<file path="config.mk">
export PLATFORM = sky130hd
export DESIGN_NAME = cosim_endpoint
export DESIGN_NICKNAME = d
export VERILOG_FILES = /design/src/rtl/cosim_endpoint.sv
export SDC_FILE = /design/constraint.sdc
export NUM_CORES = 1
export LEC_CHECK = 0
export ABC_CLOCK_PERIOD_IN_PS = 2100
export BUFFER_PORTS_ARGS = -buffer_cell sky130_fd_sc_hd__buf_2
export CAP_MARGIN = 15
export CORE_MARGIN = 10
export CORE_UTILIZATION = 45
export CTS_CLUSTER_DIAMETER = 200
export DETAILED_ROUTE_END_ITERATION = 16
export GPL_TIMING_DRIVEN = 0
export HOLD_SLACK_MARGIN = 0.08
export MAX_ROUTING_LAYER = met4
export PLACE_DENSITY = 0.74
export SETUP_SLACK_MARGIN = 0.3
export SLEW_MARGIN = 20
export SYNTH_ARGS = -nofsm -noshare
export SYNTH_HDL_FRONTEND = slang
export SYNTH_SLANG_ARGS = --single-unit
</file>
<file path="constraint.sdc">
create_clock -name clk -period 2.1 [get_ports clk]
set_input_delay 0.315 -clock clk [delete_from_list [all_inputs] [get_ports clk]]
set_output_delay 0.315 -clock clk [all_outputs]
set_load 0.03 [all_outputs]
</file>
<file path="src/rtl/cosim_endpoint.sv">
// cosim_endpoint: bridges one valid/ready message pair to host byte-stream frames (kind, 4-byte ID, payload LSB first)
//   clk, rstn                                   : rising-edge clock, async active-low reset
//   DataOutValid/DataOutReady/DataOut           : message decoded from HostRx frames
//   DataInValid/DataInReady/DataIn              : message encoded into HostTx frames
//   HostRxValid/HostRxReady/HostRxData          : byte stream from host
//   HostTxValid/HostTxReady/HostTxData          : byte stream to host
//   COSIM_ENDPOINT_REGISTER_EN                  : emit a registration frame (0x01, ID, ESI_TYPE_ID) after each reset release
module cosim_endpoint #(
  parameter logic [31:0] ENDPOINT_ID    = 0,
  parameter logic [63:0] ESI_TYPE_ID    = 0,
  parameter int          TYPE_SIZE_BITS = 8
) (
  input  logic                      clk,
  input  logic                      rstn,
  output logic                      DataOutValid,
  input  logic                      DataOutReady,
  output logic [TYPE_SIZE_BITS-1:0] DataOut,
  input  logic                      DataInValid,
  output logic                      DataInReady,
  input  logic [TYPE_SIZE_BITS-1:0] DataIn,
  input  logic                      HostRxValid,
  output logic                      HostRxReady,
  input  logic [7:0]                HostRxData,
  output logic                      HostTxValid,
  input  logic                      HostTxReady,
  output logic [7:0]                HostTxData
);
  localparam int NBYTES = (TYPE_SIZE_BITS + 7) / 8;
  localparam int PW = 8 * NBYTES;
  // one shift register serves both the data frame (ID+payload) and the registration frame (ID+type)
  localparam int SW = (PW > $bits(ESI_TYPE_ID)) ? PW + 32 : $bits(ESI_TYPE_ID) + 32;
  localparam int CW = $clog2(13 + NBYTES);
  localparam logic [CW-1:0] DATA_LAST = CW'(4 + NBYTES);
  localparam logic [CW-1:0] REG_LAST = CW'(12);
  localparam logic [CW-1:0] PAY_FIRST = CW'(5);
  typedef enum logic [1:0] {TX_START, TX_IDLE, TX_DATA, TX_REG} tx_state_t;
  tx_state_t         r_tx_st;
  logic [CW-1:0]     r_tx_cnt;
  logic [SW-1:0]     r_tx_sh;
  logic [PW-1:0]     w_tx_pay;
  logic              w_tx_last;
  logic              r_rx_en;
  logic              r_rx_bad;
  logic [CW-1:0]     r_rx_cnt;
  logic [PW-1:0]     r_rx_sh;
  logic              w_rx_hs;
  logic              w_rx_mis;
  logic [31:0]       w_id;
  logic [1:0]        w_id_sel;
  logic [7:0]        w_id_byte;
  assign w_tx_pay  = PW'(DataIn);
  assign w_tx_last = (r_tx_st == TX_REG) ? (r_tx_cnt == REG_LAST) : (r_tx_cnt == DATA_LAST);
  // HostTxData is the byte at index r_tx_cnt; the next byte is always the bottom of the shift register
  always_ff @(posedge clk or negedge rstn) begin
    if (!rstn) begin
      r_tx_st     <= TX_START;
      r_tx_cnt    <= '0;
      r_tx_sh     <= '0;
      HostTxValid <= 1'b0;
      HostTxData  <= '0;
      DataInReady <= 1'b0;
    end else begin
      case (r_tx_st)
        TX_START: begin
`ifdef COSIM_ENDPOINT_REGISTER_EN
          r_tx_st     <= TX_REG;
          r_tx_cnt    <= '0;
          r_tx_sh     <= SW'({ESI_TYPE_ID, ENDPOINT_ID});
          HostTxValid <= 1'b1;
          HostTxData  <= 8'h01;
`else
          r_tx_st     <= TX_IDLE;
          DataInReady <= 1'b1;
`endif
        end
        TX_IDLE: if (DataInValid) begin
          r_tx_st     <= TX_DATA;
          r_tx_cnt    <= '0;
          r_tx_sh     <= SW'({w_tx_pay, ENDPOINT_ID});
          HostTxValid <= 1'b1;
          HostTxData  <= 8'h00;
          DataInReady <= 1'b0;
        end
        default: if (HostTxReady) begin
          if (w_tx_last) begin
            r_tx_st     <= TX_IDLE;
            HostTxValid <= 1'b0;
            HostTxData  <= '0;
            DataInReady <= 1'b1;
          end else begin
            r_tx_cnt   <= r_tx_cnt + 1'b1;
            HostTxData <= r_tx_sh[7:0];
            r_tx_sh    <= r_tx_sh >> 8;
          end
        end
      endcase
    end
  end
  assign w_rx_hs   = HostRxValid & HostRxReady;
  assign w_id      = ENDPOINT_ID;
  // counts 1..4 address ID bytes 0..3
  assign w_id_sel  = r_rx_cnt[1:0] - 2'd1;
  assign w_id_byte = w_id[{w_id_sel, 3'b000} +: 8];
  assign w_rx_mis  = (r_rx_cnt == '0) ? (HostRxData != 8'h00) :
                     (r_rx_cnt < PAY_FIRST) ? (HostRxData != w_id_byte) : 1'b0;
  assign HostRxReady = r_rx_en & ~DataOutValid;
  // payload bytes shift in from the top; the last byte is merged straight into DataOut
  always_ff @(posedge clk or negedge rstn) begin
    if (!rstn) begin
      r_rx_en      <= 1'b0;
      r_rx_bad     <= 1'b0;
      r_rx_cnt     <= '0;
      r_rx_sh      <= '0;
      DataOut      <= '0;
      DataOutValid <= 1'b0;
    end else begin
      r_rx_en <= 1'b1;
      if (DataOutValid && DataOutReady) DataOutValid <= 1'b0;
      if (w_rx_hs) begin
        if (r_rx_cnt == DATA_LAST) begin
          r_rx_cnt <= '0;
          r_rx_bad <= 1'b0;
          if (!r_rx_bad) begin
            DataOut      <= TYPE_SIZE_BITS'({HostRxData, r_rx_sh} >> 8);
            DataOutValid <= 1'b1;
          end
        end else begin
          r_rx_cnt <= r_rx_cnt + 1'b1;
          r_rx_bad <= r_rx_bad | w_rx_mis;
          if (r_rx_cnt >= PAY_FIRST && !r_rx_bad) r_rx_sh <= PW'({HostRxData, r_rx_sh} >> 8);
        end
      end
    end
  end
endmodule

</file>
After elaboration in Yosys (flattened, before gate mapping)
Cells that the tools add are included.

operators by class
  add/subtract/negate cells = 3
  magnitude comparators = 1
  eq/ne operators = 8
  shifts and indexed selects = 1
  muxes and demuxes = 33
  bitwise operators = 6
  reduce and logical (&&, ||, !) cells = 13

operators with widths
  operator                                                     count
  2-to-1 mux 96 bit                                            3
  one-hot mux 96 bit (2 select lines)                          1
  indexed part select 32 x 6 -> 8 bit (first input constant)   1
  2-to-1 mux 8 bit                                             3
  2-to-1 mux 4 bit                                             4
  one-hot mux 8 bit (2 select lines)                           1
  2-to-1 mux 1 bit                                             14
  AND reduction 3 bit                                          3
  adder 4 x 1 -> 4 bit (second input constant)                 2
  == test 4 x 3 -> 1 bit (second input constant)               2
  != test 8 bit                                                1
  one-hot mux 4 bit (2 select lines)                           1
  AND reduction 4 bit                                          2
  nonzero test 8 bit                                           1
  2-to-1 mux 2 bit                                             3
  nonzero test 3 bit                                           2
  == test 4 bit (second input constant)                        1
  logical NOT 4 bit                                            1
  less-than comparator 4 x 3 -> 1 bit (second input constant)  1
  one-hot mux 1 bit (2 select lines)                           2
  one-hot mux 2 bit (2 select lines)                           1
  nonzero test 2 bit                                           2
  inverter 1 bit                                               3
  bitwise AND 1 bit                                            2
  other kinds (8)                                              8

storage, ports and cells
  bits in registers = 127
  input port bits = 22
  output and inout bits = 20
  logic and storage cells = 76

Depth between registers and ports, before layout
  word-level depth = 7
  gate-level depth with buffers = 6
  gate-level depth less buffers = 4

Worst setup path before layout
No wires, ideal clock.

  path kind = reg2reg
  start = register DataOutValid
  end = register DataOut[0]
  library setup time = 0.125 ns
  arrival time = 1.862 ns
  required time = 1.975 ns
  slack = 0.113 ns
  cell stages (with the launch flop) = 6
  path buffers = 1
  period minus slack after synthesis = 1.987 ns
  path through = dfrtp_1 -> nor2b_4 -> nand3_2 -> or4_4 -> buf_6 -> mux2_4

on the way
  word-level cells in the longest chain between the ends = 4

RTL lines
  item                           line  source
  from (decl)                    15    output logic DataOutValid,
  from (signal assigned)         115   DataOutValid <= 1'b0;
  from (signal assigned)         118   if (DataOutValid && DataOutReady) DataOutValid <= 1'b0;
  from (signal assigned)         125   DataOutValid <= 1'b1;
  inverter 1 bit                 106   assign HostRxReady = r_rx_en & ~DataOutValid;
  bitwise AND 1 bit              106
  net HostRxReady                22    output logic HostRxReady,
  bitwise AND 1 bit              99    assign w_rx_hs = HostRxValid & HostRxReady;
  AND reduction 3 bit (no line)  --
  to (signal assigned)           124   DataOut <= TYPE_SIZE_BITS'({HostRxData, r_rx_sh} >> 8);
  to (decl)                      17    output logic [TYPE_SIZE_BITS-1:0] DataOut,

The timed path passes the listed nets, and every way through them passes these cells.
A chain may end at the register's enable or synchronous reset.

Worst setup path after layout
  start = register DataOutValid
  end = register DataOut[0]

on the way
  word-level cells in the longest chain between the ends = 4

RTL lines
  item                           line
  inverter 1 bit                 106
  bitwise AND 1 bit              106
  bitwise AND 1 bit              99
  AND reduction 3 bit (no line)  --

Every way passes these cells.

==> summary.md <==
| Metric | Value |
|---|---|
| IR drop worst, VDD | `roughly 0.59 mV` |
| Register-to-register setup slack | `340 ps` |
| Cell type contributing the most total cell area after synthesis | `dfrtp_1` |
| HP Class | `input pin to register` |
| TritonCTS Sinks | `70` |
| CP max FO | `9` |
| Clock tree from TritonCTS | `yes` |
| Residual antenna-violating net count after detailed routing | `0` |
| Critical Path AT | `2000 ps` |
| Number of different library cells in the post-synthesis netlist | `39` |
| Starting density of the core | `46.15%` |
| Floorplan row count | `28` |
| Number of hold-slack violations in the final timing report | `0` |
| Yosys warning count | `0` |
| Placed instance area | `0.003039 mm^2` |
| Layout cell share with drive strength beyond 1 | `36.36%` |
| Largest net degree at the start of global routing | `45` |
| Cell area after synthesis | `0.002716 mm^2` |
| Root buffer cell | `clkbuf_8` |
| Fraction of the cycle the final worst path needs | `83.82%` |
| Outcome | `complete, no violations` |
| Die Outline Area | `about 0.0095 mm^2` |
| Post-route cell area | `~0.0033 mm^2` |
| Post-route DRC | `0` |
| Area growth syn-to-layout | `21.70%` |
| Worst Clk Skew | `11.88 ps` |
| Dominant cells by area after synthesis | `dfrtp_1, a22o_1, mux2_4` |
| Leakage dissipation | `roughly 1.7 nW` |
| Share of the yosys chip area belonging to registers | `64.49%` |
| H-tree Lvls | `3` |
| Fin nets | `271` |
| Final sum of negative setup slack | `0 ps` |
| Net Count, Synth | `214` |
| Maximum clock rate | `568.1 MHz` |
| Global-route wire length before repair | `slightly below 9 mm` |
| Gr ovfl total | `0` |
| Ports | `42` |
| Final setup violation count | `0` |
| Final Slew Violations | `0` |
| Routed WL | `5.133 mm` |
| Post-synthesis sequential element count | `70` |
| Tmin final | `1760 ps` |
| Number of inserted filler cells in the final layout | `500` |
| Inserted Clock Buffers | `9` |
| Length of the first detailed-routing pass in iterations | `4` |
| Vias after detailed routing | `1,733` |
| Number of global-route vias before repair | `1,752` |
| Post-synthesis cell count | `between 150 and 200` |
| Antenna Diode Count | `0` |
| Post-Synthesis Mean Instance Area | `14.22 um^2` |
| Maximum buffer depth of the clock tree | `2` |
| RSZ-0062 raised after global routing | `yes` |
| Die H | `97.70 um` |
| Power Dens Cells | `1449 mW/mm^2` |
| Drt first-iter violations | `78` |
| Initial antenna violation count | `0` |
| Total GRT Usage | `11.61%` |
| Required arrival time at the worst endpoint | `2340 ps` |
| Area fraction of the dominant cell type after synthesis | `64.49%` |
| Via-per-instance ratio | `about 5.3` |
| IO buf count | `41` |
| Clk_lat worst skew | `approximately 350 ps` |
| Die width | `between 90 and 100 um` |
| Placeable core region | `0.005886 mm^2` |
| Kind of start point of the critical path | `register` |
| DPL Wire Length | `3.628 mm` |
| Placer's final routability congestion estimate | `0.7567` |
| Crit. End Element | `register` |
| Reported max-cap violation count | `0` |
| Critical path start-end classification | `register to register` |
| Register clock-pin slew on the reported worst setup and hold paths | `80 ps` |
| Average wire length per cell after detail routing | `15.65 um` |
sequential cells by signal, summed over array words and instances, names as in the netlist:
signal        count
r_tx_sh          40
r_rx_en           1
r_rx_bad          1
r_tx_st           2
r_rx_cnt          4
DataOutValid      1
HostTxData        8
HostTxValid       1
DataOut           8
r_tx_cnt          4
cells in the mapped netlist (all sizes together):
cell	instances
a31oi	3
a21oi	1
nor2	3
or4	1
clkbuf	4
buf	8
xnor2	2
nand2	4
o21ai	7
and2	1
a21boi	1
dfrtp	70
nand3	5
a31o	1
and3b	1
nor3	1
inv	2
a21bo	1
a22o	49
ha	1
nand2b	2
nor4	2
nand4b	1
nand4	1
a211oi	1
xor2	1
o32a	1
conb	1
and3	1
nor2b	3
mux2	9
a21o	1
nand3b	1
layout make-up:
type	count	area [um^2]	share of cell area, %
plain buffers	12	65.06	1.968
inverters	2	7.507	0.2271
clock inverters	6	85.08	2.574
flip-flops and latches	70	1754	53.07
well taps	75	93.84	2.839
multi-input cells	107	902.1	27.29
clock buffers	10	137.6	4.164
repair buffers	46	260.3	7.873
worst max-delay path: stages (launching register included):
cell     delay (ps)
dfrtp_2         440
nor2b_4         150
nand3_4         100
or4_4           500
buf_6           170
mux2_4          300
timing repair:
action                                  in CTS  in global routing
endpoints found under the setup margin       9                 48
hold endpoints to repair                    26                  0
setup buffers                                1                  2
resized for setup                            1                  6
hold buffers                                 1                  0
pin swaps                                    0                  1
through the flow:
step / setup WS, ps / util, % / cells / hold slack (ps) / power, mW
global placement: 332.0 / 51.25 / 307 / 479.8 / 3.526
global route: 281.3 / 56.17 / 328 / 155.7 / 5.094
CTS: 301.5 / 55.72 / 326 / 155.2 / 4.811
finish: 339.8 / 56.17 / 328 / 154.0 / 4.790
floorplan: 166.3 / - / 191 / 19.41 / 3.176
detailed placement: 303.4 / 51.64 / 308 / 247.4 / 3.603
power breakdown:
group | internal (mW) | total [mW] | switching [mW]
Combinational | 0.627 | 1.39 | 0.763
Sequential | 1.84 | 2.20 | 0.361
Clock | 0.696 | 1.20 | 0.500
Total | 3.17 | 4.79 | 1.62
metal layers:
layer  wire (um)  share of wire [%]  up-vias  global-route usage (%)
met5           0                  0        -                       -
met4          86                1.7        0                   5.034
met3         273                5.3        5                   3.770
met2        2375                 46       39                   17.07
met1        2399                 47      853                   14.30
li1            -                  -      836                       -
worst paths after layout:
kind / from / to / cells past startpoint
max in group asynchronous: rstn / r_tx_st[1]$_DFFE_PN0P_ / 3
min reg2reg: HostTxData[1]$_DFFE_PN0P_ / HostTxData[1]$_DFFE_PN0P_ / 1
min: DataOutReady / DataOutValid$_DFF_PN0_ / 2
min in group asynchronous: rstn / DataOut[1]$_DFFE_PN0P_ / 2
max: DataOutValid$_DFF_PN0_ / DataOut[0]$_DFFE_PN0P_ / 5
max reg2reg: DataOutValid$_DFF_PN0_ / DataOut[0]$_DFFE_PN0P_ / 5
layout by cell type, fill, tap and decap left out, types with 2 or more instances in the layout:
master | synthesis | final
a22o_1 | 49 | 49
a31oi_1 | 3 | 3
buf_2 | 7 | 47
buf_4 | 0 | 4
bufinv_16 | 0 | 2
clkbuf_2 | 1 | 3
clkbuf_8 | 0 | 10
clkinv_2 | 0 | 2
clkinvlp_4 | 0 | 2
dfrtp_1 | 70 | 68
dfrtp_2 | 0 | 2
inv_1 | 2 | 2
mux2_4 | 8 | 8
nand2_1 | 4 | 4
nand2b_1 | 2 | 2
nand3_1 | 4 | 4
nor2_1 | 2 | 2
nor2b_1 | 2 | 2
nor4_1 | 2 | 2
o21ai_0 | 7 | 6
xnor2_1 | 2 | 2
cell families after synthesis:
family	synth area share (%)
flip-flops	64.49
AO/OA/AOI/OAI	20.04
AND/OR/NAND/NOR	6.495
buffers and inverters	2.579
multiplexers	4.837
XOR/XNOR	0.9675
adder cells (fa/ha/maj)	0.4605
other	0.1381
Power figures use the tool's default switching activity.
